==> src/rtl/pipeline_pkg.sv <==
// Shared constants and helpers for the elastic pipeline stage chain.
package pipeline_pkg;

   localparam int DEF_DATA_SZ = 64;
   localparam int DEF_DEPTH   = 5;
   localparam int DEF_IDX_SZ  = 4;
   localparam int DEF_CNT_SZ  = 32;

   // Index of a stage within a default-sized chain (also the flush bound type).
   typedef logic [DEF_IDX_SZ-1:0] stage_idx_t;

   // Smallest index width (at least one bit) able to address n stages.
   function automatic int idx_width(input int n);
      int w;
      w = 1;
      for (int i = 1; i < 31; i++) begin
         if ((1 << i) < n) begin
            w = i + 1;
         end
      end
      return w;
   endfunction

endpackage

==> src/rtl/pipeline_stage_reg.sv <==
// One pipeline stage: a valid bit plus payload register.
// Flush has priority over load; the payload only changes when a valid item arrives,
// so an emptied stage keeps its last payload (harmless, since it is marked invalid).
module pipeline_stage_reg
   import pipeline_pkg::*;
#(
   parameter int DATA_SZ = DEF_DATA_SZ
) (
   input  logic               clk,
   input  logic               srst,
   input  logic               load_en,
   input  logic               flush,
   input  logic               in_valid,
   input  logic [DATA_SZ-1:0] in_data,
   output logic               out_valid,
   output logic [DATA_SZ-1:0] out_data
);

   logic               valid_q, valid_d;
   logic [DATA_SZ-1:0] data_q, data_d;

   // Next-state: flush clears, load takes the incoming item, otherwise hold.
   always_comb begin
      valid_d = valid_q;
      data_d  = data_q;
      if (flush) begin
         valid_d = 1'b0;
      end else if (load_en) begin
         valid_d = in_valid;
         if (in_valid) begin
            data_d = in_data;
         end
      end
   end

   // Stage register with synchronous reset.
   always_ff @(posedge clk) begin
      if (srst) begin
         valid_q <= 1'b0;
         data_q  <= '0;
      end else begin
         valid_q <= valid_d;
         data_q  <= data_d;
      end
   end

   assign out_valid = valid_q;
   assign out_data  = data_q;

endmodule

==> src/rtl/pipeline_stage_chain.sv <==
// Elastic N-stage pipeline with per-stage stall, ranged flush, valid/ready at both
// ends and debug retire/bubble counters. Stage 0 is youngest, DEPTH-1 drives output.
module pipeline_stage_chain
   import pipeline_pkg::*;
#(
   parameter int DATA_SZ = DEF_DATA_SZ,
   parameter int DEPTH   = DEF_DEPTH,
   parameter int IDX_SZ  = DEF_IDX_SZ,
   parameter int CNT_SZ  = DEF_CNT_SZ
) (
   input  logic               i_clk,
   input  logic               i_reset,
   input  logic               i_valid,
   input  logic [DATA_SZ-1:0] i_data,
   output logic               o_ready,
   input  logic [DEPTH-1:0]   i_stall,
   input  logic               i_flush,
   input  logic [IDX_SZ-1:0]  i_flush_stage,
   output logic               o_valid,
   output logic [DATA_SZ-1:0] o_data,
   input  logic               i_ready,
   output logic [DEPTH-1:0]   o_stage_valid,
   input  logic               i_cnt_clr,
   output logic [CNT_SZ-1:0]  o_retired_cnt,
   output logic [CNT_SZ-1:0]  o_bubble_cnt
);

   logic [DEPTH:0]     acc;         // stage k can take a new item this cycle
   logic [DEPTH-1:0]   mv;          // stage k hands its item onward this cycle
   logic [DEPTH-1:0]   stage_v;
   logic [DEPTH-1:0]   flush_clr;   // stage k is squashed this cycle
   int                 flush_bound;
   logic [DATA_SZ-1:0] stage_d    [DEPTH];
   logic               stage_in_v [DEPTH];
   logic [DATA_SZ-1:0] stage_in_d [DEPTH];

   logic              retire_inc, bubble_inc;
   logic [CNT_SZ-1:0] retired_q, retired_d;
   logic [CNT_SZ-1:0] bubble_q, bubble_d;

   // Advance network, oldest to youngest: a stage accepts when unstalled and either
   // empty or its own item is leaving, so a full chain moves in lockstep.
   always_comb begin
      acc        = '0;
      mv         = '0;
      acc[DEPTH] = i_ready;
      for (int k = DEPTH - 1; k >= 0; k--) begin
         mv[k]  = stage_v[k] & ~i_stall[k] & acc[k+1];
         acc[k] = ~i_stall[k] & (~stage_v[k] | mv[k]);
      end
   end

   // Flush range: stages 0..F are squashed, F clamped to the oldest stage.
   always_comb begin
      flush_bound = int'(i_flush_stage);
      if (flush_bound > DEPTH - 1) begin
         flush_bound = DEPTH - 1;
      end
      flush_clr = '0;
      for (int k = 0; k < DEPTH; k++) begin
         flush_clr[k] = i_flush & (k <= flush_bound);
      end
   end

   assign o_ready = acc[0] & ~i_flush;

   // Stage instances; each stage's input is the item leaving its younger neighbour,
   // masked when that neighbour is being squashed.
   generate
      for (genvar gi = 0; gi < DEPTH; gi++) begin : g_stage
         if (gi == 0) begin : g_head
            assign stage_in_v[gi] = i_valid & o_ready;
            assign stage_in_d[gi] = i_data;
         end else begin : g_body
            assign stage_in_v[gi] = mv[gi-1] & ~flush_clr[gi-1];
            assign stage_in_d[gi] = stage_d[gi-1];
         end

         pipeline_stage_reg #(
            .DATA_SZ (DATA_SZ)
         ) u_stage (
            .clk       (i_clk),
            .srst      (i_reset),
            .load_en   (acc[gi]),
            .flush     (flush_clr[gi]),
            .in_valid  (stage_in_v[gi]),
            .in_data   (stage_in_d[gi]),
            .out_valid (stage_v[gi]),
            .out_data  (stage_d[gi])
         );
      end
   endgenerate

   assign o_valid       = stage_v[DEPTH-1] & ~i_stall[DEPTH-1];
   assign o_data        = stage_d[DEPTH-1];
   assign o_stage_valid = stage_v;

   // A squash of the oldest stage cancels a same-cycle output transfer.
   assign retire_inc = o_valid & i_ready & ~flush_clr[DEPTH-1];
   assign bubble_inc = i_ready & ~o_valid;

   // Counter next-state: wrap naturally, clear beats increment.
   always_comb begin
      retired_d = retired_q + CNT_SZ'(retire_inc);
      bubble_d  = bubble_q + CNT_SZ'(bubble_inc);
      if (i_cnt_clr) begin
         retired_d = '0;
         bubble_d  = '0;
      end
   end

   // Counter registers.
   always_ff @(posedge i_clk) begin
      if (i_reset) begin
         retired_q <= '0;
         bubble_q  <= '0;
      end else begin
         retired_q <= retired_d;
         bubble_q  <= bubble_d;
      end
   end

   assign o_retired_cnt = retired_q;
   assign o_bubble_cnt  = bubble_q;

endmodule
==> config.mk <==
export PLATFORM = sky130hd
export DESIGN_NAME = pipeline_stage_chain
export DESIGN_NICKNAME = d
export VERILOG_FILES = /design/src/rtl/pipeline_pkg.sv /design/src/rtl/pipeline_stage_reg.sv /design/src/rtl/pipeline_stage_chain.sv
export SDC_FILE = /design/constraint.sdc
export NUM_CORES = 1
export LEC_CHECK = 0
export CORE_ASPECT_RATIO = 0.6
export CORE_MARGIN = 2
export CORE_UTILIZATION = 58
export CTS_CLUSTER_DIAMETER = 40
export DETAILED_ROUTE_END_ITERATION = 10
export GPL_TIMING_DRIVEN = 0
export PLACE_DENSITY = 0.84
export REMOVE_ABC_BUFFERS = 1
export SLEW_MARGIN = 20
export SYNTH_ARGS = -nofsm -noshare
export SYNTH_HDL_FRONTEND = slang
export SYNTH_SLANG_ARGS = --single-unit
==> constraint.sdc <==
create_clock -name i_clk -period 6.05 [get_ports i_clk]
set_input_delay 0.9075 -clock i_clk [delete_from_list [all_inputs] [get_ports i_clk]]
set_output_delay 0.9075 -clock i_clk [all_outputs]
set_load 0.01 [all_outputs]
==> results.sh, run 1 <==
export IMPL_cts_tree="done"
export IMPL_grt_use_met2_pct=44.9
export IMPL_std_cell_rows=45
export IMPL_critPathLaunchType="primary input"
export IMPL_grt_pass1_vias=11700
export IMPL_ant_nets=0
export IMPL_worst_clock_skew_ns=0.0144
export IMPL_io_pins=214
export IMPL_required_ns=5.14
export IMPL_async_reset_ff_share_pct=0
export IMPL_placed_cells=2138
export IMPL_cts_sinks=389
export IMPL_gp_congestion=0.818
export IMPL_worst_pin_slew_ns=0.855
export IMPL_worstHoldPathType="reg2reg"
export IMPL_hold_ws_ns=0.437
export IMPL_cts_buffers=37
export IMPL_hp_start="g_stage[2].u_stage.out_data[31]"
export IMPL_drv_slew=0
export IMPL_synth_fa_ha_area_share_pct=0.337
export IMPL_htree_levels=2
export IMPL_synth_edf_count=0
export IMPL_yosys_register_bits=389
export IMPL_drt_iter0_drc=1035
export IMPL_synth_simple_gate_area_share_pct=25.6
export IMPL_cts_path_max_buffers=3
export IMPL_synth_cell_types=44
export IMPL_rsz0062_at_grt="false"
export IMPL_clock_latency_ns=0.53
export IMPL_firstDrtPassIters=5
export IMPL_drc=0
export IMPL_dpl_instance_area_sq_um=17300
export IMPL_finish_instance_area_sq_um=18500
export IMPL_drt_total_wl_mm=37.5
export IMPL_fmax_mhz=224
export IMPL_core_sq_um=25200
export IMPL_fin_crit_sh_pct=73.8
export IMPL_grtUsageMet3_pct=4.70
export IMPL_vias_per_cell=5.58
export IMPL_nFillCells=1838
export IMPL_grt_max_degree=162
export IMPL_layout_nets=1931
export IMPL_worstPathMaxFanout=28
export IMPL_path_class="in2out"
export IMPL_post_drt_wl_per_cell_um=17.0
export IMPL_clockRootBuffer="clkbuf_16"
export IMPL_ctsResizeCount=0
export IMPL_outcome="completed"
export IMPL_reg2reg_from="g_stage[4].u_stage.out_valid"
export IMPL_grt_util_all_layers_pct=27.5
export IMPL_netlist_instances=1700
export IMPL_grt_pass1_wl_mm=60.1
export IMPL_yosysTopAreaCell="dfxtp_1"
export IMPL_drive_gt1_share_pct=5.13
export IMPL_antenna_found_initial=2
export IMPL_utilization_pct=73.2
export IMPL_synth_compound_area_share_pct=9.89
export IMPL_ys_flop_type="dfxtp_1"
export IMPL_grt_util_met1_pct=37.6
export IMPL_die_area_sq_um=27000
export IMPL_syn_to_final_growth_pct=24.3
export IMPL_p_leak_nw=6.04
export IMPL_synth_xor_area_share_pct=3.30
export IMPL_layout_common_cells="409 x nand2_1, 389 x dfxtp_1, 211 x clkdlybuf4s50_1, 200 x a21oi_1, 131 x nand2b_1"
export IMPL_synth_top_family_by_area="simple AND/OR/NAND/NOR gates"
export IMPL_max_cap_violations=0
export IMPL_dp_hpwl_mm=23.7
export IMPL_setup_tns_ns=0
export IMPL_ys_warn_count=0
export IMPL_synthMuxAreaShare_pct=4.31
export IMPL_die_y_um=128
export IMPL_gr_total_overflow=0
export IMPL_power_density_nw_per_um2=276
export IMPL_arrival_ns=3.56
export IMPL_ys_seq_area_share_pct=52.4
export IMPL_io_buffers=213
export IMPL_post_cts_setup_buffers=0
export IMPL_grt_busiest_layer="met2"
export IMPL_hold_viol=0
export IMPL_post_synth_top_area_fraction_pct=52.4
export IMPL_finalCriticalPeriod_ns=4.47
export IMPL_layout_commonest_cell="nand2_1"
export IMPL_clkTransAtPathRegs_ns=0.06
export IMPL_vdd_drop_max_mv=0.157
export IMPL_via_count=12300
export IMPL_crit_start="i_stall[2]"
export IMPL_yosys_top_cells_area="dfxtp_1 52%, nand2_1 10%, a21oi_1 6.7%, nand2b_1 5.5%, mux2i_1 4.3%"
export IMPL_die_w_um=211
export IMPL_start_util_pct=58.9
export IMPL_final_setup_viol_count=0
export IMPL_fin_cells=2202
export IMPL_avgSynthCellArea_sq_um=8.74
export IMPL_postCtsHoldBufs=0
export IMPL_relSlewSlack_pct=42.4
export IMPL_crit_path_end_kind="output pin"
export IMPL_syn_area_sq_um=14900
cells in the mapped netlist (2+ instances only):
library cell and count:
xnor2_1 12, nor3_1 6, buf_2 17, nand2b_1 131
buf_4 11, nand3_1 25, inv_1 5, nor2_1 67
nor4_4 2, nor2b_1 3, ha_1 4, mux2i_1 64
clkbuf_1 93, or3_1 5, nand2_1 409, xor2_1 44
or4_1 2, nand4b_1 66, a21oi_1 200, buf_6 6
nand4_1 23, nor4_1 3, buf_1 3, and4_1 5
and2_1 7, dfxtp_1 389, and3_1 10, o21ai_0 72
power breakdown:
| part | leakage, nW | total [mW] | internal, mW | switching [mW] |
|---|---|---|---|---|
| clock | 0.580 | 2.30 | 1.34 | 0.965 |
| combinational | 2.32 | 0.206 | 0.0948 | 0.111 |
| sequential | 3.14 | 2.59 | 2.58 | 0.00687 |
| total | 6.04 | 5.10 | 4.01 | 1.08 |
registers in the layout, summed over array words and instances (netlist names):
signal / flops
o_bubble_cnt: 32
g_stage.u_stage.out_data: 320
o_retired_cnt: 32
g_stage.u_stage.out_valid: 5
metal layers:
layer,wire length (um),up-vias
li1,-,5966
met3,2330,63
met2,17300,373
met5,0,-
met4,727,0
met1,17100,5877
critical path, stage by stage:
cell and delay (ns):
clkdlybuf4s50_1 0.62, or4_1 0.63, o21ai_4 0.55, buf_16 0.25, clkdlybuf4s50_1 0.57
logic make-up after synthesis:
kind of cell | count (synthesis)
fa+ha+maj | 4
buf+inv | 135
flops | 389
xor+xnor | 56
mux | 64
compound gates | 283
simple gates | 769
path summary, 6_finish.rpt:
check / depth (start not counted) / slack (ns) / end
max: 5 / 1.58 / o_ready
min: 2 / 0.44 / g_stage[3].u_stage.out_data[31]
max reg2reg: 9 / 3.00 / o_retired_cnt[16]
min reg2reg: 2 / 0.44 / g_stage[3].u_stage.out_data[31]
final cells by class:
type / count / area, sq um / area share, %
Clock inverter: 13 / 160 / 0.867
Tap cell: 329 / 412 / 2.23
Clock buffer: 49 / 1030 / 5.59
Inverter: 5 / 18.8 / 0.102
Sequential cell: 389 / 7790 / 42.2
Antenna cell: 2 / 5.00 / 0.0271
Timing Repair Buffer: 239 / 2550 / 13.8
Multi-Input combinational cell: 1176 / 6510 / 35.2
metrics by stage:
step / total power [mW] / worst slack, ns
finish: 5.10 / 1.58
global route: 5.25 / 1.53
CTS: 5.13 / 1.60
detailed placement: 2.85 / 1.61
global placement: 2.85 / -4.93
floorplan: 2.71 / 1.02
Note: power is estimated with default switching activity, not from simulation.
==> run 2: changes to the inputs <==
- CORE_UTILIZATION: 58 -> 54
- PLACE_DENSITY: 0.84 -> 0.79
- clock period: 6.05 -> 4.2 ns (I/O delays scaled with it)
==> run 2 against run 1 <==
Against the previous run:
- clock power up 46%
- via count down 1.3%
- die area up 7.2%
- power up 45%
- sequential power up 44%
- critical path depth up 1
- sequential share of layout area down 0.33 points
- combinational power up 48%
- critical path type unchanged
- critical endpoint unchanged
==> results.sh, run 2 (synthesis results as in run 1) <==
export IMPL_clockRootBuffer="clkbuf_16"
export IMPL_max_cap_violations=0
export IMPL_path_class="in2out"
export IMPL_syn_to_final_growth_pct=25.3
export IMPL_dp_hpwl_mm=23.3
export IMPL_clkTransAtPathRegs_ns=0.06
export IMPL_largest_reg_flops=320
export IMPL_ant_nets=0
export IMPL_reg2reg_from="g_stage[4].u_stage.out_valid"
export IMPL_die_area_sq_um=28900
export IMPL_grt_util_all_layers_pct=25.3
export IMPL_relSlewSlack_pct=35.8
export IMPL_cts_sinks=389
export IMPL_worst_clock_skew_ns=0.0198
export IMPL_drc=0
export IMPL_drv_slew=0
export IMPL_ctsResizeCount=0
export IMPL_antenna_found_initial=0
export IMPL_drt_iter0_drc=944
export IMPL_hold_ws_ns=0.445
export IMPL_critPathTopFamily="buffers and inverters"
export IMPL_fin_ws_ns=0.324
export IMPL_drive_gt1_share_pct=5.73
export IMPL_postCtsHoldBufs=0
export IMPL_post_drt_wl_per_cell_um=16.8
export IMPL_arrival_ns=3.25
export IMPL_post_cts_setup_buffers=0
export IMPL_whs_path_depth=2
export IMPL_hp_start="g_stage[1].u_stage.out_data[51]"
export IMPL_layout_commonest_cell="nand2_1"
export IMPL_p_leak_nw=6.08
export IMPL_vias_per_cell=5.40
export IMPL_die_w_um=218
export IMPL_rsz0062_at_grt="false"
export IMPL_vdd_drop_max_mv=0.398
export IMPL_firstDrtPassIters=5
export IMPL_worstPathMaxFanout=23
export IMPL_worstReg2RegEnd="o_retired_cnt[28]"
export IMPL_layout_nets=1938
export IMPL_via_count=12100
export IMPL_outcome="completed"
export IMPL_start_util_pct=55.6
export IMPL_antenna_cells=0
export IMPL_min_to="g_stage[2].u_stage.out_data[51]"
export IMPL_htree_levels=2
export IMPL_worstHoldPathType="reg2reg"
export IMPL_path_buf_inv=4
export IMPL_setup_tns_ns=0
export IMPL_drt_total_wl_mm=37.6
export IMPL_utilization_pct=69.7
export IMPL_grt_pass1_vias=11600
export IMPL_crit_path_end_kind="output pin"
export IMPL_final_setup_viol_count=0
export IMPL_fin_crit_sh_pct=92.3
export IMPL_required_ns=3.57
export IMPL_gp_congestion=0.840
export IMPL_std_cell_rows=46
export IMPL_critPathLaunchType="primary input"
export IMPL_io_pins=214
export IMPL_path_cells="clkdlybuf4s50_1 -> or4_1 -> o21ai_4 -> buf_16 -> buf_16 -> clkdlybuf4s50_1"
export IMPL_pre_cts_ws_ns=0.0763
export IMPL_cts_path_max_buffers=3
export IMPL_clock_latency_ns=0.54
export IMPL_hold_viol=0
export IMPL_power_density_nw_per_um2=397
export IMPL_grt_max_degree=154
export IMPL_worst_pin_slew_ns=0.955
export IMPL_cts_buffers=39
export IMPL_fmax_mhz=258
export IMPL_layout_common_cells="409 x nand2_1, 389 x dfxtp_1, 211 x clkdlybuf4s50_1, 200 x a21oi_1, 131 x nand2b_1"
export IMPL_io_buffers=213
export IMPL_cts_tree="done"
export IMPL_grt_pass1_wl_mm=59.7
export IMPL_slowest_delay_ns=0.74
export IMPL_reg2reg_depth=9
export IMPL_r2r_setup_slack_ns=1.22
export IMPL_die_y_um=132
export IMPL_gr_total_overflow=0
export IMPL_core_sq_um=26700
export IMPL_slowest_stage="or4_1"
export IMPL_finalCriticalPeriod_ns=3.88
[run 2: changes by cell type in the layout (fill, tap and decap cells not counted), moves of 2 or more]
cell,previous run,this run
inv_8,0,4
bufinv_16,3,0
buf_16,7,9
buf_4,8,10
clkbuf_16,39,41
clkinv_2,4,6
diode_2,2,0
[run 2: routing by layer]
metal  global-route usage (%)  part of all wire, %  vias to the layer above
li1                         -                    -                     5983
met1                     34.3                   46                     5771
met2                     41.2                   47                      302
met3                     4.30                  4.9                       67
met4                     8.39                  2.5                        0
met5                        0                    0                        -
[run 2: tightest hold or removal path: cells and delay by family (launching register included)]
kind | cells | cell delay [ns]
DFF | 1 | 0.31
and+or+nand+nor | 1 | 0.05
AOI/OAI and AO/OA | 1 | 0.05
[run 2: cell type report]
type	instances	area [sq um]
fill	2076	8080
clock inverter	17	134
multi-input combinational	1177	6510
timing repair buffer	243	2620
clock buffer	53	1100
sequential	389	7790
inverter	5	18.8
tap	360	450
[run 2: worst max path at each step]
stage / startpoint / endpoint / slack (ns) / cells past startpoint
after floorplan: i_stall[1] / g_stage[0].u_stage.out_data[17] / -0.55 / 4
after global placement: i_reset / o_bubble_cnt[12] / -6.63 / 3
after detailed placement: i_stall[2] / o_ready / 0.08 / 6
after CTS: i_stall[2] / o_ready / 0.08 / 6
after global routing: i_stall[2] / o_ready / 0.27 / 6
final: i_stall[2] / o_ready / 0.32 / 6
[run 2: stage by stage]
step	instance area, sq um	cells	power [mW]
3_5_place_dp	17400	2170	4.11
5_1_grt	18600	2244	7.64
3_3_place_gp	16800	2143	4.11
2_1_floorplan	14300	1570	3.90
6_report	18600	2244	7.39
4_1_cts	18600	2240	7.45
[run 2: where the power goes]
part           leakage [nW]  internal (mW)  total, mW  switching, mW
clock                 0.607           1.88       3.36           1.48
combinational          2.34          0.140      0.304          0.164
sequential             3.14           3.72       3.73        0.00975
total                  6.08           5.74       7.39           1.65
==> run 3: changes to the inputs <==
- CORE_ASPECT_RATIO: 0.6 -> 0.7
- GPL_ROUTABILITY_DRIVEN: not set -> 0
- SLEW_MARGIN: 20 -> 25
==> run 3 against run 2 <==
Against the previous run:
- worst setup slack gained 0.32 ns
- utilization shrank 0.055 points
- global-route usage shrank 0.37 points
- die area is essentially flat
- combinational power is essentially flat
- first-iteration DRC count shrank 33%
- routed wire length shrank 1.9%
- cell area grew 0.65%
- clock skew grew 0.0014 ns
- via count grew 0.62%
- non-clock buffer count grew 2
- critical path type unchanged
- highest routed layer unchanged
==> results.sh, run 3 (synthesis results as in run 1) <==
export IMPL_outcome="completed"
export IMPL_placed_cells=2179
export IMPL_cts_path_max_buffers=3
export IMPL_drc=0
export IMPL_hp_start="g_stage[1].u_stage.out_data[42]"
export IMPL_grt_max_degree=151
export IMPL_final_setup_viol_count=0
export IMPL_min_to="g_stage[2].u_stage.out_data[42]"
export IMPL_io_pins=214
export IMPL_grt_pass1_wl_mm=59.1
export IMPL_syn_to_final_growth_pct=26.1
export IMPL_layout_commonest_cell="nand2_1"
export IMPL_post_drt_wl_per_cell_um=16.4
export IMPL_drt_total_wl_mm=36.9
export IMPL_antenna_cells=0
export IMPL_hold_viol=0
export IMPL_antenna_found_initial=0
export IMPL_die_area_sq_um=28900
export IMPL_critPathTopFamily="buffers and inverters"
export IMPL_power_density_nw_per_um2=407
export IMPL_core_sq_um=26900
export IMPL_io_buffers=213
export IMPL_vdd_drop_max_mv=0.373
export IMPL_firstDrtPassIters=5
export IMPL_rsz0062_at_grt="false"
export IMPL_fin_crit_sh_pct=84.6
export IMPL_path_class="in2out"
export IMPL_reg2reg_from="g_stage[4].u_stage.out_valid"
export IMPL_slowest_stage="or4_1"
export IMPL_reg2reg_depth=9
export IMPL_drt_iter0_drc=635
export IMPL_grt_util_all_layers_pct=25.0
export IMPL_worstPathMaxFanout=24
export IMPL_vias_per_cell=5.41
export IMPL_start_util_pct=55.2
export IMPL_dpl_instance_area_sq_um=17400
export IMPL_via_count=12200
export IMPL_cts_sinks=389
export IMPL_cpMostUsedCell="clkdlybuf4s50_1"
export IMPL_post_cts_setup_buffers=0
export IMPL_worst_clock_skew_ns=0.0211
export IMPL_cts_tree="done"
export IMPL_max_cap_violations=0
export IMPL_drv_slew=0
export IMPL_largest_reg_flops=320
export IMPL_gr_total_overflow=0
export IMPL_crit_path_end_kind="output pin"
export IMPL_die_y_um=143
export IMPL_clkTransAtPathRegs_ns=0.06
export IMPL_r2r_setup_slack_ns=1.14
export IMPL_clockRootBuffer="clkbuf_16"
export IMPL_die_w_um=202
export IMPL_fmax_mhz=281
export IMPL_layout_common_cells="409 x nand2_1, 389 x dfxtp_1, 211 x clkdlybuf4s50_1, 200 x a21oi_1, 131 x nand2b_1"
export IMPL_p_leak_nw=6.15
export IMPL_required_ns=3.57
export IMPL_slowest_delay_ns=0.63
export IMPL_fin_cells=2254
export IMPL_critPathLaunchType="primary input"
export IMPL_drive_gt1_share_pct=5.93
export IMPL_layout_nets=1941
export IMPL_worst_pin_slew_ns=0.904
export IMPL_ctsResizeCount=0
export IMPL_cts_buffers=41
export IMPL_clock_latency_ns=0.54
export IMPL_relSlewSlack_pct=39.2
export IMPL_finalCriticalPeriod_ns=3.55
export IMPL_arrival_ns=2.92
export IMPL_worstReg2RegEnd="o_retired_cnt[26]"
export IMPL_std_cell_rows=50
export IMPL_ant_nets=0
export IMPL_worstHoldPathType="reg2reg"
export IMPL_whs_path_depth=2
export IMPL_htree_levels=2
export IMPL_path_cells="clkdlybuf4s50_1 -> or4_1 -> o21ai_4 -> buf_16 -> clkdlybuf4s50_1"
export IMPL_grt_pass1_vias=11500
export IMPL_dp_hpwl_mm=23.7
export IMPL_path_buf_inv=3
export IMPL_finish_instance_area_sq_um=18700
export IMPL_postCtsHoldBufs=0
==> run 3: changes by cell type in the layout (fill, tap and decap cells not counted), moves of 3 or more <==
| cell | previous run | this run |
|---|---|---|
| buf_16 | 9 | 6 |
| clkbuf_8 | 3 | 7 |
| clkinv_2 | 6 | 3 |
| inv_8 | 4 | 1 |
| buf_12 | 2 | 7 |
==> run 3: layout make-up <==
cell class	instances	area [sq um]
fill	2110	8160
sequential	389	7790
multi-input combinational	1176	6500
timing repair buffer	245	2630
clock buffer	61	1210
tap	364	455
clock inverter	14	143
inverter	5	18.8
==> run 3: how the worst max path moves through the flow <==
stage          startpoint                               to  slack (ns)  cells past startpoint
6_report       i_stall[2]                          o_ready        0.65                      5
5_1_grt           i_flush                o_retired_cnt[26]        0.57                     10
4_1_cts        i_stall[2]                          o_ready        0.66                      5
3_5_place_dp      i_flush                o_retired_cnt[30]        0.39                     10
3_3_place_gp      i_reset                 o_retired_cnt[1]       -6.66                      3
2_1_floorplan  i_stall[1]  g_stage[0].u_stage.out_data[17]       -0.55                      4
==> run 3: where the power goes <==
| group | total [mW] | switching (mW) | internal (mW) | leakage (nW) |
|---|---|---|---|---|
| clock | 3.59 | 1.50 | 2.09 | 0.666 |
| combinational | 0.305 | 0.162 | 0.143 | 2.34 |
| sequential | 3.73 | 0.00928 | 3.72 | 3.14 |
| total | 7.62 | 1.67 | 5.96 | 6.15 |
==> run 3: worst register-to-register path, cell delays in order, from the launching register on <==
cell     delay (ns)
dfxtp_1        0.35
nor2b_1        0.28
and3_1         0.24
ha_1           0.25
ha_1           0.21
nand3_1        0.24
nor4_2         0.85
nand4_1        0.23
xnor2_1        0.20
nor2_1         0.05
==> run 3: metrics by stage <==
stage | total power [mW] | worst slack, ns | utilization [%] | TNS (ns) | hold WS [ns]
3_5_place_dp | 4.11 | 0.394 | 64.6 | 0 | 0.443
3_3_place_gp | 4.11 | -6.66 | 62.6 | -2149.34 | 0.436
4_1_cts | 7.68 | 0.658 | 69.7 | 0 | 0.445
6_report | 7.62 | 0.645 | 69.7 | 0 | 0.443
5_1_grt | 7.87 | 0.571 | 69.7 | 0 | 0.462
2_1_floorplan | 3.90 | -0.553 | - | -34.48 | 0.426
==> run 3: per-layer routing <==
| layer | GRT usage, % | routed length (um) | vias to the layer above |
|---|---|---|---|
| li1 | - | - | 5989 |
| met1 | 33.2 | 16700 | 5883 |
| met2 | 42.4 | 17700 | 268 |
| met3 | 3.81 | 1760 | 58 |
| met4 | 7.26 | 676 | 0 |
| met5 | 0 | 0 | - |
